<file path="config.mk">
export PLATFORM = sky130hd
export DESIGN_NAME = prog_loader
export DESIGN_NICKNAME = d
export VERILOG_FILES = /design/src/rtl/prog_loader.sv
export SDC_FILE = /design/constraint.sdc
export NUM_CORES = 1
export LEC_CHECK = 0
export ABC_AREA = 1
export BUFFER_PORTS_ARGS = -buffer_cell sky130_fd_sc_hd__buf_2
export CORE_MARGIN = 3
export CORE_UTILIZATION = 60
export DETAILED_ROUTE_END_ITERATION = 16
export GPL_TIMING_DRIVEN = 0
export PLACE_DENSITY = 0.81
export REMOVE_ABC_BUFFERS = 1
export SYNTH_ARGS = -nofsm -noshare
export SYNTH_HDL_FRONTEND = slang
export SYNTH_SLANG_ARGS = --single-unit
</file>
<file path="constraint.sdc">
create_clock -name clk_i -period 6.8 [get_ports clk_i]
set_input_delay 0.34 -clock clk_i [delete_from_list [all_inputs] [get_ports clk_i]]
set_output_delay 0.34 -clock clk_i [all_outputs]
set_load 0.01 [all_outputs]
</file>
<file path="src/rtl/prog_loader.sv">
// rtl/prog_loader.sv - boot-time program loader for the instruction memory
//
// Purpose: receives a byte stream (2 header bytes holding the word count,
// count x 3-byte big-endian words, one XOR checksum byte), assembles 18-bit
// instruction words, writes them to consecutive instruction-memory addresses
// starting at BASE_ADDR, and holds the CPU in reset until the image verifies.
//
// Ports:
//   clk_i        system clock, rising edge
//   reset_i      asynchronous active-high reset
//   rx_data_i    incoming byte
//   rx_valid_i   rx_data_i valid
//   rx_ready_o   loader accepts a byte (transfer on rx_valid_i && rx_ready_o)
//   start_i      single-cycle reload request, honoured only in DONE or ERR
//   im_we_o      instruction-memory write strobe, one cycle per word
//   im_addr_o    instruction-memory write address
//   im_wdata_o   instruction-memory write data
//   cpu_reset_o  hold-in-reset for the CPU core
//   done_o       image loaded and verified
//   err_o        load failed (bad header or checksum)
module prog_loader #(
  parameter int                ADDR_W    = 12,
  parameter int                DATA_W    = 18,
  parameter logic [ADDR_W-1:0] BASE_ADDR = '0
) (
  input  logic              clk_i,
  input  logic              reset_i,
  input  logic [7:0]        rx_data_i,
  input  logic              rx_valid_i,
  output logic              rx_ready_o,
  input  logic              start_i,
  output logic              im_we_o,
  output logic [ADDR_W-1:0] im_addr_o,
  output logic [DATA_W-1:0] im_wdata_o,
  output logic              cpu_reset_o,
  output logic              done_o,
  output logic              err_o
);

  typedef enum logic [3:0] {
    S_IDLE, S_HDR_H, S_HDR_L, S_W0, S_W1, S_W2, S_CHK, S_DONE, S_ERR
  } state_t;

  state_t              state_q;
  logic                rx_ready_q;
  logic                im_we_q;
  logic [ADDR_W-1:0]   im_addr_q;
  logic [DATA_W-1:0]   im_wdata_q;
  logic                cpu_reset_q;
  logic                done_q;
  logic                err_q;
  logic [7:0]          cnt_hi_q;
  logic [7:0]          csum_q;
  logic [11:0]         words_left_q;
  logic [ADDR_W-1:0]   idx_q;
  logic [1:0]          b0_q;
  logic [7:0]          b1_q;

  logic                accept;
  logic [7:0]          csum_d;
  logic [15:0]         count_d;

  assign accept  = rx_valid_i && rx_ready_q;
  assign csum_d  = csum_q ^ rx_data_i;
  assign count_d = {cnt_hi_q, rx_data_i};

  assign rx_ready_o  = rx_ready_q;
  assign im_we_o     = im_we_q;
  assign im_addr_o   = im_addr_q;
  assign im_wdata_o  = im_wdata_q;
  assign cpu_reset_o = cpu_reset_q;
  assign done_o      = done_q;
  assign err_o       = err_q;

  always_ff @(posedge clk_i or posedge reset_i) begin
    if (reset_i) begin
      state_q      <= S_IDLE;
      rx_ready_q   <= 1'b0;
      im_we_q      <= 1'b0;
      im_addr_q    <= BASE_ADDR;
      im_wdata_q   <= '0;
      cpu_reset_q  <= 1'b1;
      done_q       <= 1'b0;
      err_q        <= 1'b0;
      cnt_hi_q     <= '0;
      csum_q       <= '0;
      words_left_q <= '0;
      idx_q        <= '0;
      b0_q         <= '0;
      b1_q         <= '0;
    end else begin
      im_we_q <= 1'b0;
      case (state_q)
        S_IDLE: begin
          state_q    <= S_HDR_H;
          rx_ready_q <= 1'b1;
        end
        S_HDR_H: if (accept) begin
          cnt_hi_q <= rx_data_i;
          csum_q   <= csum_d;
          state_q  <= S_HDR_L;
        end
        S_HDR_L: if (accept) begin
          csum_q       <= csum_d;
          words_left_q <= count_d[11:0];
          // Counts above 4095 cannot fit the 12-bit address space.
          if (count_d[15:12] != 4'd0) begin
            state_q    <= S_ERR;
            err_q      <= 1'b1;
            rx_ready_q <= 1'b0;
          end else if (count_d[11:0] == 12'd0) begin
            state_q <= S_CHK;
          end else begin
            state_q <= S_W0;
          end
        end
        S_W0: if (accept) begin
          b0_q    <= rx_data_i[1:0];
          csum_q  <= csum_d;
          state_q <= S_W1;
        end
        S_W1: if (accept) begin
          b1_q    <= rx_data_i;
          csum_q  <= csum_d;
          state_q <= S_W2;
        end
        S_W2: if (accept) begin
          csum_q       <= csum_d;
          im_we_q      <= 1'b1;
          im_addr_q    <= BASE_ADDR + idx_q;   // wraps modulo 2^ADDR_W
          im_wdata_q   <= DATA_W'({b0_q, b1_q, rx_data_i});
          idx_q        <= idx_q + 1'b1;
          words_left_q <= words_left_q - 12'd1;
          state_q      <= (words_left_q == 12'd1) ? S_CHK : S_W0;
        end
        S_CHK: if (accept) begin
          rx_ready_q <= 1'b0;
          if (csum_q == rx_data_i) begin
            state_q     <= S_DONE;
            done_q      <= 1'b1;
            cpu_reset_q <= 1'b0;
          end else begin
            state_q <= S_ERR;
            err_q   <= 1'b1;
          end
        end
        S_DONE, S_ERR: if (start_i) begin
          state_q     <= S_HDR_H;
          rx_ready_q  <= 1'b1;
          done_q      <= 1'b0;
          err_q       <= 1'b0;
          cpu_reset_q <= 1'b1;
          csum_q      <= '0;
          idx_q       <= '0;
        end
        default: begin
          state_q    <= S_IDLE;
          rx_ready_q <= 1'b0;
        end
      endcase
    end
  end

endmodule

</file>
=== Word level (Yosys, flattened, before mapping) ===
Index checks and enable logic that the tools add are counted.
Widths: inputs -> output; s select.

* Flip-flop bits (word level): 89
* Bits of input ports: 12

* Muxes and demuxes: 40
* Reduce and logical (&&, ||, !) cells: 23
* Add/sub/neg operators: 2
* Bitwise operators: 2
* Equality and inequality tests: 21

{| class="wikitable"
|+ Operators with widths
! operator !! count
|-
| $mux 12 || 4
|-
| $pmux 12 s2 || 2
|-
| $mux 4 || 9
|-
| $pmux 4 s8 || 1
|-
| $ne 2x2->1 const B || 10
|-
| $eq 4x3->1 const B || 4
|-
| $mux 8 || 2
|-
| $pmux 8 s2 || 1
|-
| $mux 1 || 15
|-
| $add 12x1->12 const B || 1
|-
| $eq 12x1->1 const B || 1
|-
| $logic_not 12->1 || 1
|-
| $sub 12x1->12 const B || 1
|-
| $reduce_and 3->1 || 3
|-
| $eq 4x2->1 const B || 2
|-
| $eq 8x8->1 || 1
|-
| $reduce_and 2->1 || 4
|-
| $reduce_bool 2->1 || 4
|-
| $xor 8x8->8 || 1
|-
| $reduce_and 7->1 || 1
|-
| $mux 3 || 2
|-
| $reduce_and 6->1 || 1
|-
| $pmux 1 s5 || 1
|-
| $reduce_and 5->1 || 1
|-
| other kinds (14) || 15
|}

=== Depth between registers and ports, before layout ===
* Depth in word-level cells: 5
* Gate-level depth with buffers: 11

=== Least setup slack after synthesis ===
No wires, ideal clock.

* Path kind: register to register
* Start: reg state_q[0]
* End: reg err_q (netlist: err_o)
* Cell stages (with the launch flop): 11
* Arrival time: 1.317 ns
* Path slack: 5.367 ns
* Path buffers: 0
* Required time: 6.683 ns
* Cells stage by stage: dfrtp_1 nor2_1 nand2_1 nand2_4 nand2_4 nand3_1 inv_1 nand2_2 inv_2 nand2_1 nand2_1

* Word-level cells in the longest chain between the ends: 4
* Elaborated cells between the ends (all ways): 13
* Those cells by class: eq/ne: 9; mux: 1; reduce/logical: 3

{| class="wikitable"
|+ Ends and longest elaborated chain
! item !! RTL line !! text
|-
| from (decl) || 44 || <nowiki>state_t state_q;</nowiki>
|-
| from (signal assigned) || 134 || <nowiki>state_q <= (words_left_q == 12'd1) ? S_CHK : S_W0;</nowiki>
|-
| $eq 4x3->1 / $eq 4x4->1 (equally long branches) || 93 || <nowiki>case (state_q)</nowiki>
|-
| $reduce_or 2->1 || 93 ||
|-
| $ne 2x2->1 (no source line) / $reduce_bool 3->1 (equally long branches) || -- ||
|-
| $reduce_and 6->1 (no source line) || -- ||
|-
| to (signal assigned) || 84 || <nowiki>err_q <= 1'b0;</nowiki>
|-
| to (signal assigned) || 109 || <nowiki>err_q <= 1'b1;</nowiki>
|-
| to (signal assigned) || 144 || <nowiki>err_q <= 1'b1;</nowiki>
|-
| to (decl) || 51 || <nowiki>logic err_q;</nowiki>
|}

Parallel ways exist; a longest one is shown, timed or not.
A chain may end at the register's enable or synchronous reset.

=== Worst setup path after layout ===
* Start: reg state_q[3]
* End: reg words_left_q[8]

* Word-level cells in the longest chain between the ends: 3
* Elaborated cells between the ends (all ways): 7
* Those cells by class: eq/ne: 4; mux: 1; reduce/logical: 2

{| class="wikitable"
|+ Ends and longest elaborated chain
! item !! RTL line !! text
|-
| $eq 4x2->1 / $eq 4x3->1 (equally long branches) || 93 ||
|-
| $ne 2x2->1 (no source line) / $reduce_bool 2->1 (equally long branches) || -- ||
|-
| $reduce_and 3->1 (no source line) || -- ||
|-
| to (signal assigned) || 105 || <nowiki>words_left_q <= count_d[11:0];</nowiki>
|-
| to (signal assigned) || 133 || <nowiki>words_left_q <= words_left_q - 12'd1;</nowiki>
|-
| to (decl) || 54 || <nowiki>logic [11:0] words_left_q;</nowiki>
|}

Parallel ways exist; a longest one is shown, timed or not.

==> impl_metrics.env <==
export IMPL_status="finished clean"
export IMPL_cts_setup_buffers=0
export IMPL_ys_seq_elements=89
export IMPL_yosysWarnings=0
export IMPL_dp_final_hpwl_mm=7.055
export IMPL_crit_arrival_ns=2.53
export IMPL_grt_overflow_total=0
export IMPL_crit_buf_inv=1
export IMPL_crit_path_start_kind="flop"
export IMPL_slowest_delay_ns=0.75
export IMPL_slew_headroom=0.3689
export IMPL_diodes=0
export IMPL_reg2reg_depth=7
export IMPL_synthTopCellsByArea="dfrtp_1, nand2_1, o21ai_0"
export IMPL_dr_pass1_iters=5
export IMPL_std_cell_rows=30
export IMPL_grt_antenna_before_repair=0
export IMPL_synthAdderAreaFrac=0.008317
export IMPL_synth_top_area_frac=0.4879
export IMPL_postCtsResizedCells=0
export IMPL_power_mw=1.958
export IMPL_synth_simple_area_share=0.3158
export IMPL_pre_cts_ws_ns=4.645
export IMPL_yosysTopAreaCell="dfrtp_1"
export IMPL_clk_path_buf_depth=2
export IMPL_finalCritPeriodShare=0.3326
export IMPL_start_util=0.6395
export IMPL_cp_top_family="simple AND/OR/NAND/NOR gates"
export IMPL_cp_end_kind="flop"
export IMPL_ys_types=32
export IMPL_drive_above_1_share=0.1300
export IMPL_area_growth_pct=10.48
export IMPL_max_freq_mhz=442.2
export IMPL_max_vdd_ir_drop_v=0.0002122
export IMPL_drv_cap=0
export IMPL_regArea_sq_um=2228
export IMPL_worst_ep_required_time_ns=7.07
export IMPL_finalClockSkew_ns=0.009451
export IMPL_clock_sinks=89
export IMPL_worstSkewPairLatency_ns=0.36
export IMPL_grt_pass1_wl_mm=17.32
export IMPL_cts_tree="done"
export IMPL_clockRootBuffer="clkbuf_8"
export IMPL_final_setup_viol_count=0
export IMPL_slowest_stage="nor2_1"
export IMPL_worst_slew_pin_slew_ns=0.9432
export IMPL_post_drt_wl_per_cell_microns=13.41
export IMPL_hold_buffers=0
export IMPL_holdCritPathClass="in2async"
export IMPL_first_iter_violations=304
export IMPL_io_buffers=46
export IMPL_rsz0062_at_grt="no"
export IMPL_syn_inst=597
export IMPL_path_max_fanout=15
export IMPL_htreeDepth=3
export IMPL_synth_xor_area_share=0.007763
export IMPL_n_fill_cell=609
export IMPL_cts_buffers=9
export IMPL_muxShareOfSynthArea=0
export IMPL_ant_nets=0
export IMPL_path_class="reg2reg"
export IMPL_yosysSeqAreaShare=0.4938
export IMPL_cellLeakagePower_nw=2.643
export IMPL_drcViolationCount=0
export IMPL_critPathMostFrequentCell="o21ai_0"
export IMPL_die_w_microns=92.73
export IMPL_coreArea_sq_um=7057
export IMPL_slew_violations=0
export IMPL_die_h_microns=92.73
export IMPL_synth_top_family_by_area="simple AND/OR/NAND/NOR gates"
export IMPL_netlist_area_sq_um=4513
export IMPL_worstPathCellList="inv_2, nand2_1, nor2_1, o21ai_1, a21oi_1, o21ai_0, o21ai_0"
export IMPL_wirelength_mm=9.948
export IMPL_cp_depth=7
export IMPL_finalSetupTns_ns=0
export IMPL_finalCriticalPeriod_ns=2.262
export IMPL_layout_nets=657
export IMPL_synth_compound_area_share=0.1056
export IMPL_hold_violations=0
export IMPL_multi_input_area_sq_um=1974
export IMPL_dieArea_sq_um=8599
export IMPL_io_pins=47
export IMPL_via_per_inst=5.341
export IMPL_grt_start_max_net_pins=55
export IMPL_finalWorstSetupSlack_ns=4.538
export IMPL_grt_use_total=0.2525
export IMPL_post_synth_cell_area_avg_sq_um=7.560
export IMPL_power_density_nw_per_um2=392.8
export IMPL_place_gp_congestion=0.8818
export IMPL_cts_clk_slew_worst_paths_ns=0.08
export IMPL_grt_pass1_vias=3749
export IMPL_vias=3963
placed cells by master, fill, tap and decap left out, drive strengths merged:
cell type,count
nand4,6
nand3,35
a22oi,1
dfrtp,88
o211ai,2
nor3,5
nor2,68
a21oi,13
o22ai,3
inv,59
clkinv,2
bufinv,1
o21a,1
or2,3
buf,47
o21ai,68
xor2,4
clkbuf,12
dfstp,1
clkinvlp,1
nand2,223
ha,3
cell usage after synthesis, drive strengths merged:
cell,n
a21oi,13
a22oi,1
buf,9
clkbuf,4
clkinv,1
dfrtp,88
dfstp,1
ha,3
inv,59
nand2,223
nand3,35
nand4,6
nor2,68
nor3,5
o211ai,2
o21a,1
o21ai,68
o22ai,3
or2,3
xor2,4
flip-flops by register name, indices dropped and copies added (netlist names), 4 cells and up:
name and cells:
state_q 4, idx_q 12, b1_q 8, cnt_hi_q 8, im_wdata_o 18, im_addr_o 12
words_left_q 12, csum_q 8
path summary, 6_finish.rpt:
path / startpoint / to / slack [ns]
setup / recovery: state_q[3] / words_left_q[8] / 4.54
hold / removal: reset_i / im_wdata_o[12] / 0.008
setup reg to reg: state_q[3] / words_left_q[8] / 4.54
hold reg to reg: im_wdata_o[12] / im_wdata_o[12] / 0.47
max in group asynchronous: reset_i / cpu_reset_o / 6.12
min in group clk_i: start_i / cpu_reset_o / 0.22
layer usage:
layer | track usage | share of wire | vias to the layer above
li1 | - | - | 1977
met4 | 0.07448 | 0.0070 | 0
met2 | 0.4079 | 0.48 | 125
met1 | 0.3453 | 0.46 | 1851
met3 | 0.05361 | 0.057 | 10
met5 | 0 | 0 | -
final cells by class:
class                   count  area share
flip-flops and latches     89      0.4469
multi-input cells         435      0.3960
inverters                  60     0.04567
clock inverters             3    0.008532
well taps                  96     0.02409
clock buffers              12     0.02710
repair buffers             47     0.05169
stage by stage:
| stage | utilization | hold slack (ns) | instance area (sq um) | instances |
|---|---|---|---|---|
| after global placement | 0.6771 | 0.4482 | 4778 | 726 |
| final | 0.7066 | 0.007603 | 4986 | 742 |
| after CTS | 0.7066 | 0.02323 | 4986 | 742 |
| after global routing | 0.7066 | 0.02932 | 4986 | 742 |
| after floorplan | - | 0.4493 | 4428 | 584 |
| after detailed placement | 0.6814 | 0.4078 | 4808 | 727 |
power by group:
part / switching [mW] / total (mW) / internal, mW
sequential: 0.130 / 0.837 / 0.707
clock: 0.181 / 0.349 / 0.168
combinational: 0.512 / 0.772 / 0.260
total: 0.823 / 1.96 / 1.14
cell families (layout without fill, tap and decap cells):
group,after synthesis,count (layout)
flip-flops,89,89
buffers and inverters,73,122
adder cells (fa/ha/maj),3,3
AO/OA/AOI/OAI,88,88
XOR/XNOR,4,4
AND/OR/NAND/NOR,340,340
worst register-to-register path, delay by kind of cell (launching register included):
family / cells / cell delay, ns
flip-flops: 1 / 0.44
buffers and inverters: 1 / 0.11
AND/OR/NAND/NOR: 2 / 0.85
AO/OA/AOI/OAI: 4 / 0.80
Note: power is estimated with default switching activity, not from simulation.
